**src/rtl/stoper_ctrl.sv**
```systemverilog
// Run-control sequencer for the BCD stopwatch: button edges, prescaled count enable, display path.
// Define STOPER_CTRL_OVF_EN to stop and flag sticky overflow when the counter would wrap.
module stoper_ctrl #(
    parameter int unsigned TICK_DIV = 100
) (
    input  logic        i_clk,
    input  logic        i_rst,
    input  logic        i_start_stop,
    input  logic        i_lap,
    input  logic        i_clear,
    input  logic [23:0] i_bcd_time,
    output logic        o_cnt_en,
    output logic        o_cnt_clr,
    output logic [23:0] o_disp_bcd,
    output logic [1:0]  o_state,
    output logic        o_ovf
);

    typedef enum logic [1:0] {
        StIdle = 2'd0,
        StRun  = 2'd1,
        StLap  = 2'd2,
        StStop = 2'd3
    } state_e;

    localparam logic [15:0] DivLast = 16'(TICK_DIV - 1);

    state_e      state_q;
    logic        ss_q, lap_q, clr_q;
    logic [15:0] div_cnt_q;
    logic        cnt_en_q, cnt_clr_q;
    logic [23:0] disp_q;
    logic        ss_ev, lap_ev, clr_ev, running, ss_ok, ovf_hit;

    assign ss_ev   = i_start_stop & ~ss_q;
    assign lap_ev  = i_lap & ~lap_q;
    assign clr_ev  = i_clear & ~clr_q;
    assign running = (state_q == StRun) || (state_q == StLap);

`ifdef STOPER_CTRL_OVF_EN
    logic ovf_q;

    // The tick being issued now would roll 95:99:99 over, so stop instead.
    assign ovf_hit = cnt_en_q && (i_bcd_time == 24'h959999);
    assign ss_ok   = ss_ev & ~ovf_q;
    assign o_ovf   = ovf_q;

    always_ff @(posedge i_clk) begin
        if (i_rst) begin
            ovf_q <= 1'b0;
        end else if (ovf_hit) begin
            ovf_q <= 1'b1;
        end else if (clr_ev && (state_q == StStop)) begin
            ovf_q <= 1'b0;
        end
    end
`else
    assign ovf_hit = 1'b0;
    assign ss_ok   = ss_ev;
    assign o_ovf   = 1'b0;
`endif

    always_ff @(posedge i_clk) begin
        if (i_rst) begin
            state_q   <= StIdle;
            ss_q      <= 1'b1;
            lap_q     <= 1'b1;
            clr_q     <= 1'b1;
            div_cnt_q <= 16'd0;
            cnt_en_q  <= 1'b0;
            cnt_clr_q <= 1'b0;
            disp_q    <= 24'h0;
        end else begin
            ss_q      <= i_start_stop;
            lap_q     <= i_lap;
            clr_q     <= i_clear;
            cnt_clr_q <= 1'b0;
            cnt_en_q  <= running && (div_cnt_q == DivLast);
            disp_q    <= i_bcd_time;

            // Prescaler keeps its phase across STOP so a resume finishes the partial tick.
            unique case (state_q)
                StRun, StLap: div_cnt_q <= (div_cnt_q == DivLast) ? 16'd0 : div_cnt_q + 16'd1;
                StStop:       div_cnt_q <= div_cnt_q;
                StIdle:       div_cnt_q <= 16'd0;
            endcase

            // Events are checked in priority order, skipping those illegal in the state.
            unique case (state_q)
                StIdle: begin
                    if (ss_ev) begin
                        state_q <= StRun;
                    end else begin
                        disp_q <= 24'h0;
                    end
                end
                StRun: begin
                    if (ss_ev) begin
                        state_q <= StStop;
                    end else if (lap_ev) begin
                        state_q <= StLap;
                    end
                end
                StLap: begin
                    if (ss_ev) begin
                        state_q <= StStop;
                    end else if (lap_ev) begin
                        state_q <= StRun;
                    end else begin
                        disp_q <= disp_q;
                    end
                end
                StStop: begin
                    if (clr_ev) begin
                        state_q   <= StIdle;
                        cnt_clr_q <= 1'b1;
                        disp_q    <= 24'h0;
                    end else if (ss_ok) begin
                        state_q <= StRun;
                    end
                end
            endcase

            if (ovf_hit) begin
                state_q <= StStop;
                disp_q  <= i_bcd_time;
            end
        end
    end

    assign o_cnt_en   = cnt_en_q;
    assign o_cnt_clr  = cnt_clr_q;
    assign o_disp_bcd = disp_q;
    assign o_state    = state_q;

endmodule

```
**config.mk**
```make
export PLATFORM = sky130hd
export DESIGN_NAME = stoper_ctrl
export DESIGN_NICKNAME = d
export VERILOG_FILES = /design/src/rtl/stoper_ctrl.sv
export SDC_FILE = /design/constraint.sdc
export NUM_CORES = 1
export LEC_CHECK = 0
export BUFFER_PORTS_ARGS = -buffer_cell sky130_fd_sc_hd__buf_2
export CORE_MARGIN = 1.5
export CORE_UTILIZATION = 26
export DETAILED_ROUTE_END_ITERATION = 10
export SLEW_MARGIN = 20
export SYNTH_ARGS = -nofsm -noshare
export SYNTH_HDL_FRONTEND = slang
export SYNTH_SLANG_ARGS = --single-unit
```
**constraint.sdc**
```tcl
create_clock -name i_clk -period 2.95 [get_ports i_clk]
set_clock_uncertainty 0.05 [all_clocks]
set_input_delay 0.1475 -clock i_clk [delete_from_list [all_inputs] [get_ports i_clk]]
set_output_delay 0.1475 -clock i_clk [all_outputs]
set_load 0.03 [all_outputs]
```
==> impl_metrics.csv <==
group,metric,value,unit
run_status,status,"finished, final reports clean",
sta,slew_headroom,39.2,%
global_routing,grt_pass1_vias,1973,
synthesis,yosysSeqAreaShare,40.4,%
cells_and_area,final_common_cell,"buf_2",
global_routing,grt_usage,11.2,%
routing,routed-wl-met3,244,µm
worst_setup_path,worstPathArrival,2350,ps
power_and_ir_drop,powerDensity,432,nW/µm²
cts,cts_resized,0,
synthesis,synth_cell_types,43,
cts,cts_max_level,2,
die,core_area,8680,µm²
cells_and_area,n_antenna_cell,0,
worst_setup_path,cp_slowest_cell,"nor4b_1",
placed_design,io_buffers,56,
sta,report.final.slew_viol_count,0,
routing,ant_nets,0,
worst_setup_path,slowest_delay,550,ps
sta,final_hold_viol_count,0,
global_routing,grt_max_degree,51,
global_routing,overflow,0,
die,die_w,97.6,µm
worst_setup_path,path_cells,"ha_1, nor4b_1, a41oi_1, buf_4, o311ai_0, a31oi_1",
die,num_rows,34,
sta,tightest_slew,913,ps
cells_and_area,syn_to_final_growth,16.7,%
worst_setup_path,cp-end-kind,"flop",
hold_path,min_path_type,"in -> reg",
placed_design,hpwl,3660,µm
sta,period_minus_slack,2250,ps
die,die-area,9530,µm²
synthesis,synth_top_area_share,40.4,%
routing,dr_total_vias,2185,
cells_and_area,final_cell_mix,"56 x buf_2, 47 x dfxtp_1, 43 x nand2_1, 30 x a21oi_1, 25 x nand3b_1",
power_and_ir_drop,swShare,26.8,%
cells_and_area,multi_input_area,1210,µm²
cells_and_area,drive_gt1_share,23.9,%
cells_and_area,seq_area,941,µm²
cells_and_area,final_nets,352,
synthesis,synth_largest_area_cell,"dfxtp_1",
cts,worstSkewPairLatency,300,ps
synthesis,ys_ff_latch,47,
placed_design,pre_cts_ws,742,ps
routing,top_layer,"met4",
power_and_ir_drop,power.internal,858,µW
synthesis,synth_top_flop_cell,"dfxtp_1",
die,die_h,97.6,µm
placed_design,place.gp.congestion,0.837,
cts,clk_path_buf_depth,2,
routing,drc,0,
die,initial_core_util,26.8,%
synthesis,syn_area_per_cell,8.62,µm²
sta,layout_setup_ws,696,ps
synthesis,syn-num-nets,304,
global_routing,grt_pass1_wl,8950,µm
global_routing,grt_antenna_before_repair,0,
cells_and_area,fillCellCount,942,
synthesis,syn_inst,270,
worst_setup_path,crit_path_max_fanout,10,
sta,fmax,0.444,GHz
power_and_ir_drop,share_seq_of_total_power,56.0,%
power_and_ir_drop,peakVddDrop,229,µV
synthesis,synthTopCellsByArea,"dfxtp_1 40%, nand3b_1 8.1%, nand2_1 6.9%",
die,io_pins,58,
sta,setup_viol_count_final,0,
sta,fin_setup_tns,0,ps
job,cap_violations,0,
sta,rsz0062_at_grt,"false",
synthesis,synth_warnings,0,
cts,cts-root-buf,"clkbuf_8",
power_and_ir_drop,pwr-share-clk,33.2,%
routing,vias_per_cell,5.13,
synthesis,synth-edff-count,0,
worst_setup_path,crit_required,3050,ps
sta,fin_crit_sh,76.4,%
worst_setup_path,start_kind,"flop",
cts,cts_tree,"built",
routing,drt_pass1_iterations,4,
worst_setup_path,crit_type,"reg -> reg",
routing,dr_wl_met2,2520,µm
synthesis,syn-cell-area,2330,µm²
power_and_ir_drop,p_switching,314,µW
cts,cts.clk_slew.worst_paths,90,ps
routing,wl_met1,2510,µm
power_and_ir_drop,p_comb_share,10.8,%
routing,drt-initial-drc-count,111,
cts,cts.sinks,47,
power_and_ir_drop,p_leak,0.000986,µW
synthesis,synth-async-reset-ratio,0,%
routing,wire_per_inst,12.7,µm
cts,cts_buffers,5,
routing,wl,5400,µm
[path summary, 6_finish.rpt]
| path | from | to | slack (ps) | cells after the start |
|---|---|---|---|---|
| max | div_cnt_q[0] | div_cnt_q[13] | 700 | 6 |
| min | i_bcd_time[21] | o_disp_bcd[21] | 50 | 3 |
| max reg2reg | div_cnt_q[0] | div_cnt_q[13] | 700 | 6 |
| min reg2reg | o_disp_bcd[8] | o_disp_bcd[8] | 400 | 2 |
[critical path: cells and delay by family, from the launching register on]
family / cells / cell delay [ps]
AOI/OAI and AO/OA: 3 / 570
and+or+nand+nor: 1 / 550
buffers and inverters: 1 / 280
adders and majority gates: 1 / 250
DFF: 1 / 400
[per-layer routing]
metal	up-vias	GRT usage, %
met5	-	0
met2	64	18.2
met3	11	2.73
met4	0	5.38
met1	1025	14.0
li1	1085	-
[power by group through the flow]
stage	combinational [µW]	clock, µW	sequential (µW)
6_report	127	389	656
4_1_cts	129	411	657
2_1_floorplan	62.5	0	695
3_5_place_dp	125	0	671
5_1_grt	139	431	659
3_3_place_gp	124	0	671
[kinds of logic after synthesis]
family | Yosys count | synth area share [%]
adder cells (fa/ha/maj) | 5 | 2.69
flip-flops | 47 | 40.4
AO/OA/AOI/OAI | 56 | 14.6
buffers and inverters | 25 | 7.74
other | 1 | 0.161
AND/OR/NAND/NOR | 136 | 34.4
[through the flow]
step | hold WS (ps) | total power (µW) | cells | utilization (%) | area (µm²)
after floorplan | 204 | 758 | 270 | - | 2330
after global placement | 304 | 794 | 416 | 30.0 | 2600
after detailed placement | 307 | 797 | 416 | 30.0 | 2600
after CTS | 41.0 | 1200 | 426 | 31.3 | 2720
after global routing | 43.2 | 1230 | 426 | 31.3 | 2720
final | 51.9 | 1170 | 426 | 31.3 | 2720
[synth_stat cells, drive strengths merged, types with 2 or more instances]
master and instances:
a211o 4, a21oi 30, a31oi 12, and3 2, and3b 2, and4 3, buf 4, clkbuf 18
dfxtp 47, ha 5, inv 3, nand2 43, nand2b 4, nand3 16, nand3b 25, nand4 7
nand4b 2, nor2 3, nor3b 3, nor4 3, o21ai 2, o311ai 2, or2 4, or3 3
or4 12
[area by class of cell]
type,instances,share of cell area [%]
inverter,3,0.415
clock buffer,5,2.53
timing repair buffer,63,12.5
clock inverter,2,0.507
sequential,47,34.6
tap,108,4.97
multi-input combinational,198,44.4
[timing repair]
item / 4_1_cts / 5_1_grt
hold endpoints to repair: 3 / 0
hold buffers: 3 / 0
setup endpoints to repair: 0 / 0
buffers inserted: 0 / 0
[state kept, by name (all words and copies together) (netlist names)]
signal and cells:
o_state 2, o_cnt_clr 1, o_cnt_en 1, ss_q 1, o_disp_bcd 24, clr_q 1, lap_q 1, div_cnt_q 16
Note: power is estimated with default switching activity, not from simulation.
